<file path="src/rtl/cntry_car_sensor_filter.sv">
// Country-road loop detector conditioner: synchronise, debounce, hold-stretch,
// stuck-sensor detection and a saturating arrival count.
module cntry_car_sensor_filter #(
  parameter int DEBOUNCE_CYCLES = 4,
  parameter int HOLD_CYCLES     = 8,
  parameter int STUCK_CYCLES    = 64
) (
  input  logic       clock,
  input  logic       clear,
  input  logic       sensor_raw,
  output logic       car_on_cntry_rd,
  output logic       sensor_fault,
  output logic [7:0] car_count
);

  typedef enum logic [2:0] {IDLE, QUALIFY, PRESENT, HOLD, FAULT} state_t;

  localparam logic [7:0]  DEB_LAST   = 8'(DEBOUNCE_CYCLES - 1);
  localparam logic [7:0]  HOLD_LAST  = 8'(HOLD_CYCLES);
  localparam logic [15:0] STUCK_LAST = 16'(STUCK_CYCLES - 1);

  state_t      state, state_nx;
  logic        s1, s2, sensor_sync;
  logic [7:0]  qcnt, qcnt_nx, hcnt, hcnt_nx, count_nx, count_inc;
  logic [15:0] scnt, scnt_nx;

  assign sensor_sync = s2;
  assign count_inc   = (car_count == 8'hFF) ? car_count : car_count + 8'd1;

  always_ff @(posedge clock or negedge clear) begin
    if (!clear) begin
      s1 <= 1'b0;
      s2 <= 1'b0;
    end else begin
      s1 <= sensor_raw;
      s2 <= s1;
    end
  end

  always_comb begin
    state_nx = state;
    qcnt_nx  = qcnt;
    hcnt_nx  = hcnt;
    scnt_nx  = scnt;
    count_nx = car_count;
    case (state)
      IDLE: begin
        qcnt_nx = 8'd0;
        if (sensor_sync) begin
          if (DEBOUNCE_CYCLES == 1) begin
            state_nx = PRESENT;
            scnt_nx  = 16'd0;
            count_nx = count_inc;
          end else begin
            state_nx = QUALIFY;
            qcnt_nx  = 8'd1;
          end
        end
      end
      QUALIFY: begin
        if (!sensor_sync) begin
          state_nx = IDLE;
          qcnt_nx  = 8'd0;
        end else if (qcnt == DEB_LAST) begin
          state_nx = PRESENT;
          qcnt_nx  = 8'd0;
          scnt_nx  = 16'd0;
          count_nx = count_inc;
        end else begin
          qcnt_nx = qcnt + 8'd1;
        end
      end
      PRESENT: begin
        if (!sensor_sync) begin
          state_nx = HOLD;
          hcnt_nx  = 8'd1;
          scnt_nx  = 16'd0;
        end else if (scnt == STUCK_LAST) begin
          state_nx = FAULT;
          qcnt_nx  = 8'd0;
          scnt_nx  = 16'd0;
        end else begin
          scnt_nx = scnt + 16'd1;
        end
      end
      HOLD: begin
        // A returning car resumes presence without being counted again.
        if (sensor_sync) begin
          state_nx = PRESENT;
          scnt_nx  = 16'd0;
          hcnt_nx  = 8'd0;
        end else if (hcnt == HOLD_LAST) begin
          state_nx = IDLE;
          hcnt_nx  = 8'd0;
        end else begin
          hcnt_nx = hcnt + 8'd1;
        end
      end
      FAULT: begin
        // Leave only after DEBOUNCE_CYCLES consecutive low samples.
        if (sensor_sync) begin
          qcnt_nx = 8'd0;
        end else if (qcnt == DEB_LAST) begin
          state_nx = IDLE;
          qcnt_nx  = 8'd0;
        end else begin
          qcnt_nx = qcnt + 8'd1;
        end
      end
      default: begin
        state_nx = IDLE;
        qcnt_nx  = 8'd0;
        hcnt_nx  = 8'd0;
        scnt_nx  = 16'd0;
      end
    endcase
  end

  // Outputs are decoded from the next state so they move with the state.
  always_ff @(posedge clock or negedge clear) begin
    if (!clear) begin
      state           <= IDLE;
      qcnt            <= 8'd0;
      hcnt            <= 8'd0;
      scnt            <= 16'd0;
      car_count       <= 8'd0;
      car_on_cntry_rd <= 1'b0;
      sensor_fault    <= 1'b0;
    end else begin
      state           <= state_nx;
      qcnt            <= qcnt_nx;
      hcnt            <= hcnt_nx;
      scnt            <= scnt_nx;
      car_count       <= count_nx;
      car_on_cntry_rd <= (state_nx == PRESENT) || (state_nx == HOLD);
      sensor_fault    <= (state_nx == FAULT);
    end
  end

endmodule
</file>
<file path="config.mk">
export PLATFORM = sky130hd
export DESIGN_NAME = cntry_car_sensor_filter
export DESIGN_NICKNAME = d
export VERILOG_FILES = /design/src/rtl/cntry_car_sensor_filter.sv
export SDC_FILE = /design/constraint.sdc
export NUM_CORES = 1
export LEC_CHECK = 0
export CORE_ASPECT_RATIO = 0.5
export CORE_MARGIN = 2
export CORE_UTILIZATION = 40
export CTS_CLUSTER_DIAMETER = 200
export DETAILED_ROUTE_END_ITERATION = 8
export SKIP_CTS_REPAIR_TIMING = 1
export SLEW_MARGIN = 20
export SYNTH_ARGS = -nofsm -noshare
export SYNTH_HDL_FRONTEND = slang
export SYNTH_SLANG_ARGS = --single-unit
</file>
<file path="constraint.sdc">
create_clock -name clock -period 2.2 [get_ports clock]
set_input_delay 0.33 -clock clock [delete_from_list [all_inputs] [get_ports clock]]
set_output_delay 0.33 -clock clock [all_outputs]
set_load 0.05 [all_outputs]
</file>
==> results.yml, run 1 <==
setup_path:
  cp_max_fo: 7
  rrSetupSlack_ps: 150
  cp-start-kind: "register"
  crit_path_end_kind: "register"
  path_class: "register to register"
  reg2reg_from: "scnt[14]"
  r2r-end: "qcnt[7]"
  required_ps: 2370
  arrival_ps: 2210
  r2r_cells: 7
global_route:
  grt_max_degree: 20
  grt_pass1_wl_um: 8797
  antenna_found_initial: 0
  grt_pass1_vias: 1897
  grt_overflow: 0
  grt_usage_pct: 16.39
timing:
  worstMarginPinSlew_ps: 604.5
  slew_headroom_pct: 59.70
  max_freq_ghz: 0.4882
  grt_setup_unrepaired: "no"
  setup_viol: 0
  fin_crit_ps: 2048
  finalMaxSlewViolations: 0
  setup_tns_ps: 0
  finalClockSkew_ps: 8.266
  post-route-period-util_pct: 93.10
  finalHoldViolCount: 0
  holdWs_ps: 349.3
floorplan:
  io_pins: 13
  coreArea_um2: 6031
  start_util_pct: 41.10
  chipHeight_um: 59.66
  dieArea_um2: 6880
  rows: 20
  die-width_um: 115.3
routing:
  drt-total-wl_um: 5388
  wl_per_cell_um: 13.61
  drt_iter0_drc: 145
  ant_nets: 0
  via_count: 2125
  drc: 0
  viasPerCell: 5.366
  first_pass_iters: 4
clock_tree:
  htreeDepth: 2
  cts_buffers: 5
  cts-root-buf: "clkbuf_16"
  clk_pin_slew_ps: 70
  cts_max_path_buffers: 2
  clkSinkCount: 47
  clock_latency_ps: 290
  cts_tree: "yes"
power:
  ir_worst_vdd_mv: 0.3072
  p_int_uw: 1758
  pwr-share-clk_pct: 34.3
  p_comb_share_pct: 25.2
  switching_share_pct: 31.52
  switching_power_uw: 809.0
  seqPwrFrac_pct: 40.5
  cellPowerDensity_nw_per_um2: 820.6
  p_leak_uw: 0.001396
worst_hold_path:
  hold_class: "register to register"
  hold_path_depth: 0
  hold_end: "s2"
  hp-start: "s1"
yosys:
  synthXorXnorAreaFrac_pct: 3.887
  synth_cell_types: 44
  ys_top_cells_by_area: "dfrtp_1 (47%), o21ai_0 (6.5%), nand3_1 (4.2%)"
  ys_top_cells_by_count: "dfrtp_1 (47), o21ai_0 (32), nand2_1 (21), nand3_1 (21), nor2_1 (17)"
  synth_compound_area_share_pct: 17.97
  synth_top_area_cell: "dfrtp_1"
  synth_top_area_share_pct: 47.45
  synth_edf_count: 0
  ys_seq_elements: 47
  synth.cell_area_um2: 2479
  synth_ff_type: "dfrtp_1"
  yosys_warnings: 0
  synth_most_common_cell: "dfrtp_1"
  ys_seq_area_share_pct: 47.45
  synth_fp_nets: 272
  muxShareOfSynthArea_pct: 0.9086
  yosys.area_share.adder_pct: 2.524
  syn_inst: 264
  synthArstFlopShare_pct: 100.0
  synth_top_family_by_area: "simple AND/OR/NAND/NOR gates"
  synthSimpleGateAreaFrac_pct: 23.67
  synth_area_per_cell_um2: 9.389
layout:
  nets: 315
  antenna_cells: 0
  drive_above_1_share_pct: 16.88
  n_fill_cell: 549
  final_cells: 396
  synthToLayoutAreaGrowth_pct: 26.20
placement:
  place_hpwl_um: 3632
  place.gp.congestion: 0.8381
  portBuffers: 12
  dp.cells: 382
job:
  cap_violations: 0
run_status:
  status: "finished, final reports clean"
power groups by stage:
stage	logic [uW]	clock network, uW	registers (uW)
2_1_floorplan	314	0	1110
3_3_place_gp	585	0	1050
3_5_place_dp	590	0	1050
4_1_cts	593	902	1040
5_1_grt	715	945	1050
6_report	648	880	1040
cells by family (layout without fill, tap and decap cells):
logic type | count (synthesis) | in the layout
buffers and inverters | 19 | 63
AND/OR/NAND/NOR | 109 | 109
adder cells (fa/ha/maj) | 5 | 5
XOR/XNOR | 11 | 11
AO/OA/AOI/OAI | 71 | 71
flip-flops | 47 | 47
multiplexers | 2 | 2
state kept, by name, summed over array words and instances (netlist names):
name / flops
scnt: 16
car_count: 8
hcnt: 8
qcnt: 8
state: 3
car_on_cntry_rd: 1
s1: 1
s2: 1
sensor_fault: 1
critical path, cell delays in order, from the launching register on:
cell     delay, ps
dfrtp_1        410
or4bb_1        570
nor4_4         280
buf_4          180
buf_4          110
a21oi_2        100
o21ai_0        190
o31ai_1        100
area by class of cell:
cell class | count | area [um2] | share of cell area (%)
tap | 88 | 110.1 | 3.520
inverter | 10 | 37.54 | 1.200
clock buffer | 5 | 125.1 | 4.000
clock inverter | 3 | 47.55 | 1.520
multi-input combinational | 198 | 1261 | 40.32
sequential | 47 | 1176 | 37.60
timing repair buffer | 45 | 370.4 | 11.84
through the flow:
step / cell area [um2] / setup WS, ps / total power, uW / utilization, %
after floorplan: 2479 / 29.42 / 1426 / -
after global placement: 2855 / 58.85 / 1633 / 47.34
after detailed placement: 2855 / 48.00 / 1641 / 47.34
after CTS: 3028 / 25.01 / 2533 / 50.21
after global routing: 3128 / 24.01 / 2714 / 51.87
final: 3128 / 151.7 / 2567 / 51.87
routing by layer:
metal / wire length [um] / up-vias / track usage (%)
li1: - / 1056 / -
met1: 2779 / 1029 / 23.18
met2: 2370 / 35 / 24.56
met3: 191 / 5 / 4.462
met4: 46 / 0 / 5.336
met5: 0 / - / 0
worst max-delay path by stage:
stage | to | slack, ps | startpoint | cells past startpoint
after floorplan | scnt[4] | 30 | scnt[6] | 6
after global placement | scnt[13] | 60 | qcnt[1] | 7
after detailed placement | qcnt[7] | 50 | qcnt[1] | 8
after CTS | scnt[12] | 30 | qcnt[1] | 7
after global routing | qcnt[5] | 20 | scnt[14] | 7
final | qcnt[7] | 150 | scnt[14] | 7
cell usage in the layout, fill, tap and decap left out, types with 2 or more instances in the layout:
master,Yosys,routed
dfrtp_1,47,47
o21ai_0,32,31
buf_4,0,29
nand2_1,21,21
nand3_1,21,21
nor2_1,17,16
clkdlybuf4s50_1,0,11
inv_1,10,10
and3_1,10,9
o31ai_1,9,9
nand4_1,8,8
nor2b_1,7,7
nor3_1,7,7
a21oi_1,8,7
xnor2_1,7,7
a22o_1,6,6
ha_1,5,5
clkbuf_16,0,5
nand2b_1,4,4
xor2_1,4,4
or4_1,3,3
a21o_1,3,3
mux2_2,2,2
a211oi_1,2,2
a31oi_1,2,2
buf_2,2,2
(Power assumes the default switching activity.)
==> run 2: changes to the inputs <==
CELL_PAD_IN_SITES_DETAIL_PLACEMENT = 1   (was unset)
CELL_PAD_IN_SITES_GLOBAL_PLACEMENT = 2   (was unset)
CORE_UTILIZATION = 34   (was 40)
PLACE_DENSITY_LB_ADDON = 0.1   (was unset)
==> run 2 against run 1 <==
Effect of this change:
- hold slack got worse by 310 ps
- sequential power about the same
- clock skew decreased by 4.2 ps
- setup slack got worse by 52 ps
- register-to-register slack got worse by 50 ps
- routed wire length increased by 16%
- final cell count increased by 1.3%
- clock power decreased by 6.5%
- largest cell class unchanged
==> results.yml, run 2 (synthesis results as in run 1) <==
run_status:
  status: "finished, final reports clean"
layout:
  drive_above_1_share_pct: 17.48
  synthToLayoutAreaGrowth_pct: 25.69
  final_cell_mix: "dfrtp_1 (47), buf_4 (31), o21ai_0 (30)"
  final_common_cell: "dfrtp_1"
  final_cells: 401
  top_register: "scnt"
  n_fill_cell: 802
  final_util_pct: 45.43
  nets: 316
  largest_reg_flops: 16
  antenna_cells: 0
setup_path:
  path_class: "register to register"
  cp_max_fo: 4
  cp-start-kind: "register"
  arrival_ps: 2270
  required_ps: 2370
  crit_path_end_kind: "register"
timing:
  finalMaxSlewViolations: 0
  fin_crit_ps: 2100
  grt_setup_unrepaired: "no"
  finalHoldViolCount: 0
  worstMarginPinSlew_ps: 585.3
  slew_headroom_pct: 60.98
  setup_ws_ps: 99.85
  setup_viol: 0
  post-route-period-util_pct: 95.46
  finalClockSkew_ps: 4.101
  max_freq_ghz: 0.4762
routing:
  via_count: 2170
  drt-total-wl_um: 6264
  wl_per_cell_um: 15.62
  ant_nets: 0
  first_pass_iters: 4
  viasPerCell: 5.411
  drt_iter0_drc: 86
  drc: 0
global_route:
  grt_pass1_wl_um: 10760
  grt_overflow: 0
  antenna_found_initial: 0
  grt_max_degree: 26
  grt_pass1_vias: 2302
  grt_usage_pct: 16.71
clock_tree:
  cts_buffers: 5
  cts_tree: "yes"
  clkSinkCount: 47
  clock_latency_ps: 290
  cts_max_path_buffers: 2
  cts-root-buf: "clkbuf_16"
  htreeDepth: 2
  clk_pin_slew_ps: 70
floorplan:
  die-width_um: 124.8
  start_util_pct: 36.14
  rows: 21
  io_pins: 13
  dieArea_um2: 8031
  coreArea_um2: 6858
  chipHeight_um: 64.38
power:
  cellPowerDensity_nw_per_um2: 810.0
  p_leak_uw: 0.001392
  ir_worst_vdd_mv: 0.2859
placement:
  place.gp.congestion: 0.7815
  place_hpwl_um: 4454
  dp.cells: 390
  portBuffers: 12
  detailedPlace.worstSlack_ps: -5.621
worst_hold_path:
  hold_class: "input pin to async pin"
job:
  cap_violations: 0
[run 2: cell types whose count changed in the layout (fill, tap and decap cells not counted), sizes merged]
cell           previous run  this run
dlygate4sd3               1         0
buf                      32        35
clkdlybuf4s15             1         0
clkinv                    1         0
bufinv                    1         0
inv                      11        10
clkbuf                    5         7
clkinvlp                  0         1
[run 2: layout make-up]
| type | instances | area, um2 | share of cell area (%) |
|---|---|---|---|
| sequential | 47 | 1176 | 37.75 |
| clock inverter | 1 | 7.507 | 0.2410 |
| tap | 92 | 115.1 | 3.695 |
| multi-input combinational | 198 | 1242 | 39.88 |
| inverter | 10 | 37.54 | 1.205 |
| timing repair buffer | 46 | 384.1 | 12.33 |
| clock buffer | 7 | 152.6 | 4.900 |
[run 2: final timing paths]
kind / start / slack, ps / cells past startpoint / to
setup / recovery: scnt[7] / 100 / 7 / car_on_cntry_rd
hold / removal: clear / 40 / 1 / scnt[13]
setup reg to reg: scnt[7] / 100 / 7 / car_on_cntry_rd
hold reg to reg: s1 / 350 / 0 / s2
max in group asynchronous: clear / 1620 / 2 / car_count[6]
min in group clock: s1 / 350 / 0 / s2
[run 2: report_power, final]
part           switching, uW  internal (uW)  leakage, uW
logic                    394            275     0.000673
clock network            339            484    0.0000761
registers               84.8            946     0.000643
total                    818           1710      0.00139
[run 2: through the flow]
stage	hold slack [ps]	TNS, ps	total power [uW]	area (um2)
final	36.80	0	2523	3115
after global routing	79.65	0	2685	3115
after CTS	55.79	-46.41	2527	3063
after detailed placement	341.8	-5.621	1680	2903
after global placement	331.9	0	1663	2903
after floorplan	34.41	0	1426	2479
[run 2: metal layers]
metal | global-route usage (%) | up-vias | share of wire (%)
li1 | - | 1050 | -
met1 | 22.28 | 1081 | 51
met2 | 27.19 | 31 | 45
met3 | 4.020 | 8 | 3.2
met4 | 5.056 | 0 | 1.1
met5 | 0 | - | 0
[run 2: critical path: stages (launching register included)]
cell      delay [ps]
dfrtp_1          400
or4_4            560
nor4_4           360
buf_4            190
buf_4            120
nor3_1            40
o21bai_1         210
o31ai_1          100
==> variant, RTL diff (config.mk and constraints of run 1) <==
The output `sensor_fault` loses its register stage (`sensor_fault` becomes a continuous assignment).
--- a/src/rtl/cntry_car_sensor_filter.sv
+++ b/src/rtl/cntry_car_sensor_filter.sv
@@ -125,7 +125,6 @@
       scnt            <= 16'd0;
       car_count       <= 8'd0;
       car_on_cntry_rd <= 1'b0;
-      sensor_fault    <= 1'b0;
     end else begin
       state           <= state_nx;
       qcnt            <= qcnt_nx;
@@ -133,8 +132,9 @@
       scnt            <= scnt_nx;
       car_count       <= count_nx;
       car_on_cntry_rd <= (state_nx == PRESENT) || (state_nx == HOLD);
-      sensor_fault    <= (state_nx == FAULT);
     end
   end
 
+  assign sensor_fault = (state_nx == FAULT);
+
 endmodule
Check against the original RTL: no difference found for any inputs over 10 cycles, from zero or initial values; that may be too few to reach the edited logic, so the function may still have changed.
==> variant against run 1 <==
Worst setup slack lost 0.12 ns; largest power group unchanged; sequential power up 8%; global-route usage rose by 0.78 points; design area down 3.9%; wire length decreased by 0.84%; final cell count is 3.8% lower; count of clock-buffer cells in the layout stayed put; sequential cell count is 1 lower; area after synthesis up 1.1%; total power is 12% higher; critical endpoint is now sensor_fault.
==> variant: results (changes against run 1) <==
| Metric | Value |
|---|---|
| Fin nets | `300 (was 315)` |
| Clock Path Buffers | `2 (unchanged)` |
| CP max stage delay | `0.42 ns (was 0.57 ns)` |
| Post-synth net total | `275 (was 272)` |
| Gpl congestion | `0.846 (was 0.838)` |
| IR drop worst, VDD | `0.528 mV (was 0.307 mV)` |
| Synth Flop Type | `dfrtp_1 (unchanged)` |
| Dpl ws | `0.191 ns (was 0.0480 ns)` |
| Crit path DAT | `1.84 ns (was 2.21 ns)` |
| CTS root buffer | `clkbuf_16 (unchanged)` |
| First-pass GRT wire length | `9200 um (was 8800 um)` |
| DR iter-0 viols | `143 (was 145)` |
| Hold Path Class | `in2async (was reg2reg)` |
| CP top delay family | `compound AO/OA/AOI/OAI gates (was simple AND/OR/NAND/NOR gates)` |
| Non-Filler Instances | `381 (was 396)` |
| Seq/Total Area, Yosys | `45.9% (was 47.5%)` |
| Clk_skew | `0.00375 ns (was 0.00827 ns)` |
| Worst skew pair latency | `0.28 ns` |
| DR vias | `2,084 (was 2,125)` |
| Worst Path Max Fanout | `3 (was 7)` |
| Status | `complete, no violations (unchanged)` |
| Static Leak | `1.26 nW (was 1.40 nW)` |
| Largest net degree at the start of global routing | `24 (was 20)` |
| H-tree Lvls | `2 (unchanged)` |
| Gr usage total | `17.2% (was 16.4%)` |
| Routed Wire Length | `5340 um (was 5390 um)` |
| Mapped Cells | `267 (was 264)` |
| Worst slew pin tran | `0.514 ns (was 0.604 ns)` |
| Synth cell types | `52 (was 44)` |
| Slowest cell on the critical path | `dfrtp_1 (was or4bb_1)` |
| HPWL reported at the end of detailed placement | `3740 um (was 3630 um)` |
| Vias in the first global route | `1,908 (was 1,897)` |
| Placed Instance Area | `2740 um^2 (was 2860 um^2)` |
| Synth top area cells | `dfrtp_1 46%, o21ai_1 4.8%, xnor2_1 4.5% (was dfrtp_1 47%, o21ai_0 6.5%, nand3_1 4.2%)` |
| Post-synth top cells | `46 x dfrtp_1, 24 x nor2_1, 24 x o21ai_1, 22 x nand2_1, 16 x nand3_1 (was 47 x dfrtp_1, 32 x o21ai_0, 21 x nand2_1, 21 x nand3_1, 17 x nor2_1)` |
| Max reg flops | `16 (unchanged)` |
| Inst Count DP | `367 (was 382)` |
| Layout cells sized above 1 | `13.7% (was 16.9%)` |
==> variant: cells by family after synthesis <==
family	synth area share [%]
XOR/XNOR	5.94
AO/OA/AOI/OAI	16.6
multiplexers	0.849
flip-flops	45.9
AND/OR/NAND/NOR	24.6
adder cells (fa/ha/maj)	2.50
buffers and inverters	3.59
==> variant: area by class of cell <==
| type | instances | area (um^2) |
|---|---|---|
| Multi-Input combinational cell | 205 | 1320 |
| Sequential cell | 46 | 1150 |
| Timing Repair Buffer | 26 | 230 |
| Clock inverter | 3 | 40.0 |
| Inverter | 8 | 30.0 |
| Fill cell | 573 | 3050 |
| Clock buffer | 5 | 125 |
| Tap cell | 88 | 110 |
==> variant: where the power goes <==
| part | internal, mW | switching (mW) |
|---|---|---|
| sequential | 0.943 | 0.175 |
| combinational | 0.364 | 0.551 |
| clock | 0.532 | 0.312 |
==> variant: worst reg2reg max path: cells and delay by family, from the launching register on <==
kind	cells	cell delay [ns]
buffers and inverters	2	0.27
AND/OR/NAND/NOR	2	0.32
adder cells (fa/ha/maj)	1	0.17
flip-flops	1	0.42
AO/OA/AOI/OAI	3	0.81
==> variant: path summary, 6_finish.rpt <==
check / startpoint / endpoint / slack (ns) / cells past startpoint
worst max-delay path: qcnt[1] / sensor_fault / 0.03 / 7
worst min-delay path: clear / car_count[5] / 0.002 / 1
worst max register to register: qcnt[1] / scnt[3] / 0.10 / 8
worst min register to register: s1 / s2 / 0.36 / 0
max in group asynchronous: clear / scnt[0] / 1.58 / 2
min in group clock: s1 / s2 / 0.36 / 0
==> variant: metal layers <==
layer	wire [um]	track usage (%)
met5	0	0
met4	41	5.10
met3	163	3.65
met2	2290	25.3
met1	2850	25.5
